<file path="src/rtl/imm_issue_ctrl_pkg.sv">
// Shared definitions for the ID-stage immediate sequencer: EXTOp codes, opcodes,
// skid-buffer state codes and the opcode decode helper.
package imm_issue_ctrl_pkg;

    localparam logic [1:0] EXTOP_ZERO = 2'b00;
    localparam logic [1:0] EXTOP_SIGN = 2'b01;
    localparam logic [1:0] EXTOP_HIGH = 2'b10;

    localparam logic [5:0] OP_BEQ   = 6'b000100;
    localparam logic [5:0] OP_BNE   = 6'b000101;
    localparam logic [5:0] OP_ADDI  = 6'b001000;
    localparam logic [5:0] OP_ADDIU = 6'b001001;
    localparam logic [5:0] OP_SLTI  = 6'b001010;
    localparam logic [5:0] OP_SLTIU = 6'b001011;
    localparam logic [5:0] OP_ANDI  = 6'b001100;
    localparam logic [5:0] OP_ORI   = 6'b001101;
    localparam logic [5:0] OP_XORI  = 6'b001110;
    localparam logic [5:0] OP_LUI   = 6'b001111;
    localparam logic [5:0] OP_LW    = 6'b100011;
    localparam logic [5:0] OP_SW    = 6'b101011;

    typedef enum logic [1:0] {
        ST_EMPTY = 2'd0,
        ST_ONE   = 2'd1,
        ST_FULL  = 2'd2
    } buf_state_t;

    typedef struct packed {
        logic       uses_imm;
        logic [1:0] extop;
    } dec_t;

    function automatic dec_t decode_op(input logic [5:0] op);
        dec_t d;
        d.uses_imm = 1'b1;
        d.extop    = EXTOP_ZERO;
        case (op)
            OP_ADDI, OP_ADDIU, OP_SLTI, OP_SLTIU,
            OP_BEQ, OP_BNE, OP_LW, OP_SW:  d.extop = EXTOP_SIGN;
            OP_ANDI, OP_ORI, OP_XORI:      d.extop = EXTOP_ZERO;
            OP_LUI:                        d.extop = EXTOP_HIGH;
            default:                       d.uses_imm = 1'b0;
        endcase
        return d;
    endfunction

endpackage

</file>
<file path="src/rtl/imm_issue_ctrl_ext.sv">
// Immediate extender: widens a 16-bit immediate to 32 bits according to EXTOp.
module imm_issue_ctrl_ext
    import imm_issue_ctrl_pkg::*;
(
    input  logic [1:0]  extop,
    input  logic [15:0] imm16,
    output logic [31:0] imm32
);

    always_comb begin
        imm32 = {16'h0000, imm16};
        case (extop)
            EXTOP_SIGN: imm32 = {{16{imm16[15]}}, imm16};
            EXTOP_HIGH: imm32 = {imm16, 16'h0000};
            default:    imm32 = {16'h0000, imm16};
        endcase
    end

endmodule

</file>
<file path="src/rtl/imm_issue_ctrl.sv">
// ID-stage immediate sequencer: decode, extend, and a 2-entry skid buffer toward ID/EX.
// Optional performance counters are built when IMM_CTRL_PERF_EN is defined.
module imm_issue_ctrl
    import imm_issue_ctrl_pkg::*;
(
    input  logic        clk,
    input  logic        rst_n,
    input  logic        flush,
    input  logic        in_valid,
    output logic        in_ready,
    input  logic [31:0] in_instr,
    output logic        out_valid,
    input  logic        out_ready,
    output logic [31:0] out_imm32,
    output logic [1:0]  out_extop,
    output logic        out_uses_imm,
`ifdef IMM_CTRL_PERF_EN
    output logic [31:0] perf_issued,
    output logic [31:0] perf_stall,
`endif
    output buf_state_t  dbg_state
);

    // Handshake: a transfer happens on an edge where valid and ready are both high.
    // in_ready is registered (state != FULL) and never looks at out_ready.
    buf_state_t  state;
    dec_t        dec;
    logic [31:0] new_imm32;
    logic [31:0] tail_imm32;
    logic [1:0]  tail_extop;
    logic        tail_uses_imm;
    logic        accept;
    logic        consume;
    logic        unused_instr_bits;

    assign dec               = decode_op(in_instr[31:26]);
    assign accept            = in_valid & in_ready;
    assign consume           = out_valid & out_ready;
    assign dbg_state         = state;
    assign unused_instr_bits = ^in_instr[25:16];

    imm_issue_ctrl_ext u_ext (
        .extop (dec.extop),
        .imm16 (in_instr[15:0]),
        .imm32 (new_imm32)
    );

    always_ff @(posedge clk) begin
        if (!rst_n) begin
            state         <= ST_EMPTY;
            in_ready      <= 1'b1;
            out_valid     <= 1'b0;
            out_imm32     <= 32'h0;
            out_extop     <= EXTOP_ZERO;
            out_uses_imm  <= 1'b0;
            tail_imm32    <= 32'h0;
            tail_extop    <= EXTOP_ZERO;
            tail_uses_imm <= 1'b0;
        end else if (flush) begin
            state     <= ST_EMPTY;
            in_ready  <= 1'b1;
            out_valid <= 1'b0;
        end else begin
            case (state)
                ST_EMPTY: begin
                    if (accept) begin
                        out_imm32    <= new_imm32;
                        out_extop    <= dec.extop;
                        out_uses_imm <= dec.uses_imm;
                        out_valid    <= 1'b1;
                        state        <= ST_ONE;
                    end
                end
                ST_ONE: begin
                    if (accept && consume) begin
                        out_imm32    <= new_imm32;
                        out_extop    <= dec.extop;
                        out_uses_imm <= dec.uses_imm;
                    end else if (accept) begin
                        tail_imm32    <= new_imm32;
                        tail_extop    <= dec.extop;
                        tail_uses_imm <= dec.uses_imm;
                        in_ready      <= 1'b0;
                        state         <= ST_FULL;
                    end else if (consume) begin
                        out_valid <= 1'b0;
                        state     <= ST_EMPTY;
                    end
                end
                ST_FULL: begin
                    // Tail slides into the head on the same edge the head leaves.
                    if (consume) begin
                        out_imm32    <= tail_imm32;
                        out_extop    <= tail_extop;
                        out_uses_imm <= tail_uses_imm;
                        in_ready     <= 1'b1;
                        state        <= ST_ONE;
                    end
                end
                default: begin
                    state     <= ST_EMPTY;
                    in_ready  <= 1'b1;
                    out_valid <= 1'b0;
                end
            endcase
        end
    end

`ifdef IMM_CTRL_PERF_EN
    // Counters survive flush; a consume that coincides with flush is discarded, so not issued.
    always_ff @(posedge clk) begin
        if (!rst_n) begin
            perf_issued <= 32'h0;
            perf_stall  <= 32'h0;
        end else begin
            if (consume && !flush)
                perf_issued <= perf_issued + 32'h1;
            if (out_valid && !out_ready)
                perf_stall <= perf_stall + 32'h1;
        end
    end
`endif

endmodule
</file>
<file path="config.mk">
export PLATFORM = sky130hd
export DESIGN_NAME = imm_issue_ctrl
export DESIGN_NICKNAME = d
export VERILOG_FILES = /design/src/rtl/imm_issue_ctrl_pkg.sv /design/src/rtl/imm_issue_ctrl_ext.sv /design/src/rtl/imm_issue_ctrl.sv
export SDC_FILE = /design/constraint.sdc
export NUM_CORES = 1
export LEC_CHECK = 0
export BUFFER_PORTS_ARGS = -buffer_cell sky130_fd_sc_hd__buf_2
export CAP_MARGIN = 25
export CORE_ASPECT_RATIO = 1.5
export CORE_MARGIN = 3
export CORE_UTILIZATION = 50
export DETAILED_ROUTE_END_ITERATION = 10
export GPL_TIMING_DRIVEN = 0
export PLACE_DENSITY = 0.74
export SLEW_MARGIN = 20
export SYNTH_ARGS = -nofsm -noshare
export SYNTH_HDL_FRONTEND = slang
export SYNTH_SLANG_ARGS = --single-unit
</file>
<file path="constraint.sdc">
create_clock -name clk -period 3.2 [get_ports clk]
set_input_delay 0.32 -clock clk [delete_from_list [all_inputs] [get_ports clk]]
set_output_delay 0.32 -clock clk [all_outputs]
set_load 0.01 [all_outputs]
</file>
==> summary.txt, run 1 <==
Routing
  • Drt initial violations: roughly 200
  • Residual DRC: 0
  • Avg Vias per Cell: 5.97
  • Wire per inst: 17.2 um
  • First-pass iteration count of the detailed router: 5
  • Remaining antenna violation count: 0
  • Via count: 3503
  • Final wirelength: 10100 um

STA
  • Final hold violation count: 0
  • Final setup violation count: 0
  • Worst clock skew: 9.57 ps
  • Fin crit period: about 2600 ps
  • Highest Clock Rate: 389 MHz
  • Slew @ Worst Pin: 628 ps
  • Fin Setup TNS: 0 ps
  • RSZ-0062 raised after global routing: false
  • Tcrit/Tclk final: 80.4%
  • Slew Limit Headroom: 57.1%
  • Slew Limit Fails: 0

Layout
  • Synth-to-Final Area Change: 15.6%
  • Antenna diodes: 0
  • Nets: 547
  • Most common cell after layout, fill and taps aside: dfxtp_1
  • Most frequent cells in the layout: dfxtp_1 (74), buf_2 (71), a21oi_1 (55)
  • Fillers: 628
  • Layout cell share with drive strength beyond 1: around 18%

Clock tree
  • H-tree depth: 3
  • Post-CTS Setup Bufs: 0
  • Clk sinks: 74
  • Clock Latency Late Sink: roughly 360 ps
  • CTS Hold Bufs: 0
  • Clock buffer depth: 2
  • Clk slew on worst S/H paths: 70 ps
  • CTS tree: yes
  • Root Buffer: clkbuf_8
  • Cts bufs inserted: 9
  • Post-CTS resize count: 0

Pwr
  • Combinational Power Share: 13.6%
  • Total power: 1.79 mW
  • Pint: 1.30 mW
  • Sequential power share: 53.3%
  • Share of total power in the clock network: 33.1%
  • Pwr/cell area: 434 nW/um^2
  • Net Sw Frac: a little over a quarter
  • Maximum VDD drop: between 0.3 and 0.4 mV
  • LEAKAGE: 1.51 nW
  • Sw power: 0.492 mW

Logic synthesis
  • Post-synthesis mux area share: 0%
  • Syn. warnings: 0
  • Library cells used by synthesis: between 40 and 50
  • Adder-Cell Fraction of Synth Area: 1.05%
  • Mean Syn Cell Area: between 8 and 9 sq um
  • Synth area leaders: dfxtp_1 (41%), a21oi_1 (7.7%), nand2_1 (4.3%), a2111oi_0 (3.9%), o31ai_1 (3.8%)
  • Compound-Gate Fraction of Synth Area: ~28%
  • Mapped cell area: 3570 sq um
  • Seq cells post-synth: 74
  • Simple-Gate Fraction of Synth Area: 20.6%
  • Dominant cell type by area after synthesis: dfxtp_1
  • Largest family of logic cells by synthesized area: compound AO/OA/AOI/OAI gates
  • Net Count, Synth: 472
  • Synth top area share: 41.5%
  • Post-Synth XOR/XNOR Area: 0%
  • Post-synthesis cell count: 432
  • Seq/Total Area, Yosys: about 41%

Setup path
  • Critical Path Source: in_instr[31]
  • Reg-to-Reg Start: dbg_state[0]
  • Crit path required time: about 3400 ps
  • Worst Setup Start Kind: input pin
  • Crit Path Category: in2reg
  • Max Fanout on Critical Path: 10
  • Crit end category: flip-flop
  • CP max stage cell: a2111oi_0
  • Crit-path cells: buf_2 -> nor4b_1 -> nor3_1 -> nor2_1 -> ha_1 -> or2_2 -> clkbuf_1 -> and3_1 -> a2111oi_0 -> a211oi_1
  • Arrival time at the worst endpoint: 2780 ps
  • Max incr delay on CP: 560 ps

Min path
  • Beginning of the worst hold path: in_instr[1]
  • HP Class: in2reg

Floorplanning
  • Die width: between 70 and 80 um
  • Overall die height: 110 um
  • Core area: 6900 sq um
  • Io pins: 76
  • Initial Util: 51.8%
  • Die footprint: 8220 sq um
  • Core Rows: 37

Run
  • Max_cap viols: 0

Placed design
  • Port Buffers: 64
  • GP Congestion: approximately 0.85
  • DP HPWL: 7540 um

GRT
  • Antenna violations before repair: 0
  • First-pass GRT wire length: 15900 um
  • Gr ovfl total: 0
  • Vias in the first global route: 3392
  • Largest net degree at the start of global routing: 11
  • GRT Util Overall: 25.5%

Run status
  • Status: finished clean
-- routing by layer --
metal / wire, um / vias to the layer above / track usage (%) / part of all wire, %
met3: 598 / 20 / 5.31 / 5.9
met2: 4960 / 131 / 43.4 / 49
met4: 311 / 0 / 12.7 / 3.1
met5: 0 / - / 0 / 0
li1: - / 1739 / - / -
met1: 4220 / 1613 / 29.6 / 42
-- through the flow --
stage	hold slack (ps)	area, sq um	utilization (%)	worst slack [ps]	cells
4_1_cts	219	4130	59.9	658	587
3_5_place_dp	440	3990	57.8	283	574
3_3_place_gp	438	3990	57.8	431	574
2_1_floorplan	429	3570	-	894	432
5_1_grt	245	4130	59.9	465	587
6_report	240	4130	59.9	627	587
-- registers in the layout, indices dropped and copies added, names as in the netlist --
register       count
out_extop          2
out_valid          1
tail_uses_imm      1
tail_extop         2
tail_imm32        32
dbg_state          2
in_ready           1
out_imm32         32
out_uses_imm       1
-- final timing paths --
path                                      end  slack (ps)  depth (start not counted)
worst max-delay path            out_imm32[14]         630                         10
worst min register to register  tail_imm32[0]         450                          2
worst min-delay path            tail_imm32[1]         240                          3
worst max register to register  out_imm32[14]         980                          6
-- power groups by stage --
stage	Clock (mW)	Combinational [mW]	Sequential, mW
final	0.593	0.244	0.956
after global routing	0.635	0.265	0.958
after CTS	0.605	0.241	0.956
after detailed placement	0	0.240	0.977
after global placement	0	0.235	0.976
after floorplan	0	0.139	0.987
-- cell usage after synthesis, drive strengths merged --
| library cell | number |
|---|---|
| a2111oi | 16 |
| a211oi | 17 |
| a21o | 1 |
| a21oi | 55 |
| a22oi | 15 |
| and2 | 2 |
| and3 | 16 |
| and3b | 1 |
| and4 | 1 |
| and4b | 3 |
| and4bb | 1 |
| buf | 15 |
| clkbuf | 33 |
| clkinv | 1 |
| dfxtp | 74 |
| ha | 3 |
| inv | 20 |
| nand2 | 41 |
| nand2b | 2 |
| nand3 | 20 |
| nand3b | 1 |
| nand4b | 1 |
| nor2 | 5 |
| nor2b | 2 |
| nor3 | 19 |
| nor3b | 1 |
| nor4b | 2 |
| o211a | 1 |
| o211ai | 16 |
| o21a | 2 |
| o21ai | 4 |
| o21bai | 2 |
| o31a | 1 |
| o31ai | 18 |
| o32ai | 1 |
| or2 | 2 |
| or3 | 16 |
| or4b | 1 |
-- worst max-delay path, delay by kind of cell --
family                     cells  cell delay [ps]
and+or+nand+nor                5             1120
AOI/OAI and AO/OA              2              660
adders and majority gates      1              310
buffers and inverters          2              350
-- cell families after synthesis --
logic type / Yosys count
compound gates: 149
simple gates: 137
flops: 74
buf+inv: 69
fa+ha+maj: 3
-- final cells by class --
type                       instances  area, sq um  area share (%)
buffer                            48          230            5.57
clock buffer                      12          135            3.27
clock inverter                     1         5.00           0.121
inverter                          21         78.8            1.91
multi-input combinational        289         1780            43.1
sequential                        74         1480            35.9
tap                               78         97.6            2.36
timing repair buffer              64          320            7.76
Power figures use the tool's default switching activity.
==> inputs of run 2 (changes only) <==
==> constraint.sdc (replaced) <==
create_clock -name clk -period 2.65 [get_ports clk]
set_input_delay 0.265 -clock clk [delete_from_list [all_inputs] [get_ports clk]]
set_output_delay 0.265 -clock clk [all_outputs]
set_load 0.01 [all_outputs]
==> summary.txt, run 2 (same netlist as run 1, synthesis figures left out) <==
Clock tree
  • Post-CTS resize count: 0
  • Clock Latency Late Sink: 360 ps
  • Post-CTS Setup Bufs: 0
  • Clock buffer depth: 2
  • CTS Hold Bufs: 0
  • Root Buffer: clkbuf_8
  • Clk sinks: 74
  • Clk slew on worst S/H paths: ~70 ps
  • Cts bufs inserted: 9
  • H-tree depth: 3
  • CTS tree: yes

Routing
  • Drt initial violations: 211
  • Remaining antenna violation count: 0
  • Residual DRC: 0
  • Wire per inst: roughly 17 um
  • Final wirelength: between 10000 and 15000 um
  • First-pass iteration count of the detailed router: 5
  • Via count: approximately 3500
  • Avg Vias per Cell: 5.93

STA
  • Slew @ Worst Pin: 646 ps
  • Fin crit period: around 2400 ps
  • Worst clock skew: ~11 ps
  • Fin Setup TNS: 0 ps
  • Slew Limit Fails: 0
  • Final hold violation count: 0
  • RSZ-0062 raised after global routing: false
  • Final setup violation count: 0
  • Hold Slack: 188 ps
  • Highest Clock Rate: 420 MHz
  • Tcrit/Tclk final: around nine tenths
  • Slew Limit Headroom: about 56%

Run
  • Max_cap viols: 0

Layout
  • Most common cell after layout, fill and taps aside: dfxtp_1
  • Layout cell share with drive strength beyond 1: 18.3%
  • Nets: 547
  • Synth-to-Final Area Change: 15.7%
  • Non-Filler Instances: 587
  • Antenna diodes: 0
  • Biggest regs: out_imm32 x32, tail_imm32 x32
  • Final Util: around three fifths
  • Most frequent cells in the layout: dfxtp_1 (74), buf_2 (71), a21oi_1 (55)

Placed design
  • GP Congestion: 0.849
  • Placed cells: 574
  • DP HPWL: around 7500 um
  • Port Buffers: 64

Setup path
  • Max Fanout on Critical Path: 10
  • Arrival time at the worst endpoint: 2600 ps
  • Crit Path Category: in2reg
  • Crit path required time: roughly 2900 ps
  • Worst Setup Start Kind: input pin
  • Crit end category: flip-flop

Floorplanning
  • Die width: around 75 um
  • Die footprint: 8220 sq um
  • Io pins: 76
  • Core area: between 6000 and 7000 sq um
  • Overall die height: 110 um
  • Core Rows: 37
  • Initial Util: 51.8%

GRT
  • Antenna violations before repair: 0
  • GRT Util Overall: 25.5%
  • Gr ovfl total: 0
  • First-pass GRT wire length: 15900 um
  • Largest net degree at the start of global routing: 11
  • Vias in the first global route: between 3000 and 4000

Pwr
  • Total power: 2.16 mW
  • LEAKAGE: 1.51 nW
  • Maximum VDD drop: 0.371 mV
  • Pwr/cell area: 523 nW/um^2

Run status
  • Status: finished clean

Min path
  • HP Class: in2reg
==> run 2: area by class of cell <==
class	count	area (sq um)
Clock inverter	1	5.00
Multi-Input combinational cell	289	1780
Timing Repair Buffer	64	320
Tap cell	78	97.6
Inverter	21	78.8
Clock buffer	12	135
Sequential cell	74	1480
Fill cell	628	2770
Buffer	48	231
==> run 2: metal layers <==
layer	wire length, um	track usage (%)	share of wire [%]	vias up
met5	0	0	0	-
met4	311	12.7	3.1	0
met3	526	5.31	5.2	20
met2	4960	43.4	49	115
met1	4240	29.6	42	1613
li1	-	-	-	1735
==> run 2: power by group <==
group	total [mW]	internal [mW]	switching, mW	leakage [nW]
Combinational	0.294	0.106	0.188	0.843
Sequential	1.15	1.14	0.0141	0.600
Clock	0.712	0.324	0.388	0.0722
Total	2.16	1.57	0.590	1.51
==> run 2: per-stage QoR <==
step	worst slack [ps]	cell area [sq um]
after floorplan	399	3570
after global placement	-63.5	3990
after detailed placement	-212	3990
after CTS	163	4130
after global routing	59.9	4130
final	267	4130
==> run 2: critical path: stages <==
cell       delay, ps
buf_2            120
nor4b_1          290
nor3_1            70
nor2_1           170
ha_1             310
or2_2            360
clkbuf_1         230
and3_1           220
a2111oi_1        450
a211oi_1         100
==> run 2: path summary, 6_finish.rpt <==
check / cells past startpoint / to / slack, ps / startpoint
setup / recovery: 10 / out_imm32[14] / 270 / in_instr[31]
hold / removal: 3 / tail_imm32[1] / 190 / in_instr[1]
setup reg to reg: 6 / out_imm32[14] / 580 / dbg_state[0]
hold reg to reg: 2 / tail_imm32[0] / 460 / tail_imm32[0]
==> inputs of run 3 (changes only) <==
--- a/config.mk
+++ b/config.mk
@@ -5,14 +5,14 @@
 export SDC_FILE = /design/constraint.sdc
 export NUM_CORES = 1
 export LEC_CHECK = 0
+export ABC_AREA = 1
 export BUFFER_PORTS_ARGS = -buffer_cell sky130_fd_sc_hd__buf_2
 export CAP_MARGIN = 25
 export CORE_ASPECT_RATIO = 1.5
 export CORE_MARGIN = 3
-export CORE_UTILIZATION = 50
+export CORE_UTILIZATION = 30
 export DETAILED_ROUTE_END_ITERATION = 10
 export GPL_TIMING_DRIVEN = 0
-export PLACE_DENSITY = 0.74
 export SLEW_MARGIN = 20
 export SYNTH_ARGS = -nofsm -noshare
 export SYNTH_HDL_FRONTEND = slang
==> summary.txt, run 3 <==
Run status
  • Status: finished clean

Routing
  • Via count: 3646
  • Avg Vias per Cell: between 4 and 5
  • First-pass iteration count of the detailed router: 5
  • Top sig layer: met4
  • Met2 WL post-DR: roughly 5700 um
  • Drt initial violations: 247
  • Met1 Wirelength: 4380 um
  • Residual DRC: 0
  • Final wirelength: about 11000 um
  • Metal3 WL: 414 um
  • Remaining antenna violation count: 0
  • Wire per inst: between 10 and 15 um

Pwr
  • Pwr/cell area: 616 nW/um^2
  • Maximum VDD drop: 0.268 mV
  • LEAKAGE: 2.21 nW

Placed design
  • GP Congestion: 0.961
  • Port Buffers: 65
  • Area after DPL: 4220 sq um
  • DP HPWL: 8310 um

Setup path
  • Reg2reg setup slack: 1150 ps
  • Crit Path Category: in2reg
  • CP max stage cell: nor2_4
  • R2r worst-path depth: 6
  • Crit end category: flip-flop
  • Arrival time at the worst endpoint: approximately 2300 ps
  • RR Endpoint: out_imm32[30]
  • Reg-to-Reg Start: dbg_state[0]
  • Buffers plus inverters on the worst setup path: 5
  • Critical Path Source: in_instr[31]
  • Crit path required time: 2880 ps
  • Crit-path cells: buf_2 -> nor2_1 -> nand3_1 -> nor2_1 -> inv_1 -> ha_1 -> buf_2 -> nor2_4 -> inv_2 -> buf_4 -> nand3_1 -> nand2_1 -> nor2_1 -> nor2_1
  • Max incr delay on CP: 290 ps
  • Worst Setup Start Kind: input pin
  • Worst path most repeated cell: nor2_1
  • CP delay by family, top: simple AND/OR/NAND/NOR gates
  • Max Fanout on Critical Path: 10

Logic synthesis
  • Synth top area share: ~40%
  • Syn. warnings: 0
  • Mapped cell area: 3700 sq um
  • Net Count, Synth: between 500 and 600
  • Library cells used by synthesis: 25
  • Most frequent cell after synthesis: nor2_1
  • Seq/Total Area, Yosys: 40.0%
  • Number of flops mapped to enable cells by yosys: 0
  • Dominant cell type by area after synthesis: dfxtp_1
  • Synth area leaders: dfxtp_1 (40%), nor2_1 (11%), nand2_1 (9.9%), o21ai_0 (6.4%), o21ai_1 (5.9%)
  • Post-synthesis cell count: 541
  • Main synth FF type: dfxtp_1
  • Mean Syn Cell Area: 6.84 sq um
  • Synth cell count leaders: nor2_1 (110), nand2_1 (98), dfxtp_1 (74), o21ai_0 (47), o21ai_1 (44)
  • Post-synth ARST share: 0%
  • Seq cells post-synth: 74

STA
  • Final setup violation count: 0
  • Slew @ Worst Pin: 531 ps
  • Highest Clock Rate: 476 MHz
  • Final hold violation count: 0
  • RSZ-0062 raised after global routing: false
  • Fin Setup TNS: 0 ps
  • Fin crit period: roughly 2100 ps
  • Slew Limit Headroom: between 60 and 70%
  • Worst clock skew: 5.58 ps
  • Slew Limit Fails: 0
  • Tcrit/Tclk final: 79.2%

Layout
  • Layout cell share with drive strength beyond 1: 22.0%
  • Synth-to-Final Area Change: 21.6%
  • Most common cell after layout, fill and taps aside: nor2_1
  • Nets: about 660
  • Biggest regs: out_imm32 x32, tail_imm32 x32
  • Fillers: around 1300
  • Antenna diodes: 0
  • Most frequent cells in the layout: nor2_1 (110), nand2_1 (98), buf_2 (75)
  • Final Util: 37.5%
  • Final instance area: 4500 sq um

GRT
  • Largest net degree at the start of global routing: 12
  • Vias in the first global route: 3591
  • GRT Util Overall: 15.8%
  • First-pass GRT wire length: around 18000 um
  • Gr ovfl total: 0
  • Antenna violations before repair: 0

Clock tree
  • CTS tree: yes
  • Clk sinks: 74
  • Clk slew on worst S/H paths: 60 ps
  • H-tree depth: 3
  • Root Buffer: clkbuf_16
  • Clock buffer depth: 2
  • Cts bufs inserted: 9
  • Post-CTS resize count: 0
  • Clock Latency Late Sink: 330 ps
  • Post-CTS Setup Bufs: 0
  • CTS Hold Bufs: 0

Floorplanning
  • Io pins: 76
  • Overall die height: between 100 and 150 um
  • Initial Util: 30.8%
  • Die width: 96.7 um
  • Core area: 12000 sq um
  • Die footprint: 13700 sq um
  • Core Rows: between 40 and 50

Run
  • Max_cap viols: 0

Min path
  • Hold path cells: 3
  • HP Class: in2reg
  • Hold EP: tail_imm32[10]
  • Beginning of the worst hold path: in_instr[10]
run 3: cell count changes in the layout (fill, tap and decap cells not counted), moves of 22 or more:
cell | before | now
nor2_1 | 5 | 110
o21ai_1 | 0 | 44
inv_1 | 20 | 42
clkbuf_1 | 36 | 11
nand2_1 | 41 | 98
o21ai_0 | 4 | 47
a21oi_1 | 55 | 28
run 3: logic make-up after synthesis:
| logic type | synth area share, % |
|---|---|
| flip-flops | 40.0 |
| buffers and inverters | 11.3 |
| AND/OR/NAND/NOR | 27.4 |
| AO/OA/AOI/OAI | 20.3 |
| adder cells (fa/ha/maj) | 1.01 |
run 3: worst min-delay path, stage by stage:
cell,delay (ps)
buf_2,120
a21oi_2,50
nor2_1,90
run 3: routing by layer:
metal / vias up / GRT usage [%]
met5: - / 0
li1: 1885 / -
met2: 90 / 28.9
met4: 0 / 7.69
met1: 1651 / 17.3
met3: 20 / 3.09
run 3: report_power, final:
part | internal (mW) | switching [mW]
sequential | 1.18 | 0.0305
clock | 0.708 | 0.448
combinational | 0.145 | 0.261
run 3: area by class of cell:
class                           count  area (sq um)  share of cell area, %
Buffer                             35           241                   5.36
Sequential cell                    74          1480                   32.9
Multi-Input combinational cell    385          1800                   40.0
Clock buffer                       14           274                   6.09
Clock inverter                      2          10.0                  0.222
Inverter                           47           176                   3.92
Timing Repair Buffer               65           325                   7.23
Tap cell                          153           191                   4.25
run 3: worst max-delay path by stage:
stage                    endpoint  slack, ps  cells past startpoint
detailed placement   out_imm32[8]        210                     14
CTS                  out_imm32[8]        560                     14
global route         out_imm32[8]        330                     14
global placement    out_imm32[10]        260                     14
finish               out_imm32[8]        550                     14
floorplan           out_imm32[10]        680                     13
run 3: stage by stage:
step / hold WS (ps) / worst slack [ps] / total power, mW / std cells
after CTS: 221 / 565 / 2.80 / 775
final: 225 / 550 / 2.77 / 775
after floorplan: 406 / 675 / 1.49 / 541
after global placement: 436 / 256 / 1.63 / 759
after detailed placement: 443 / 210 / 1.64 / 759
after global routing: 248 / 327 / 2.91 / 775
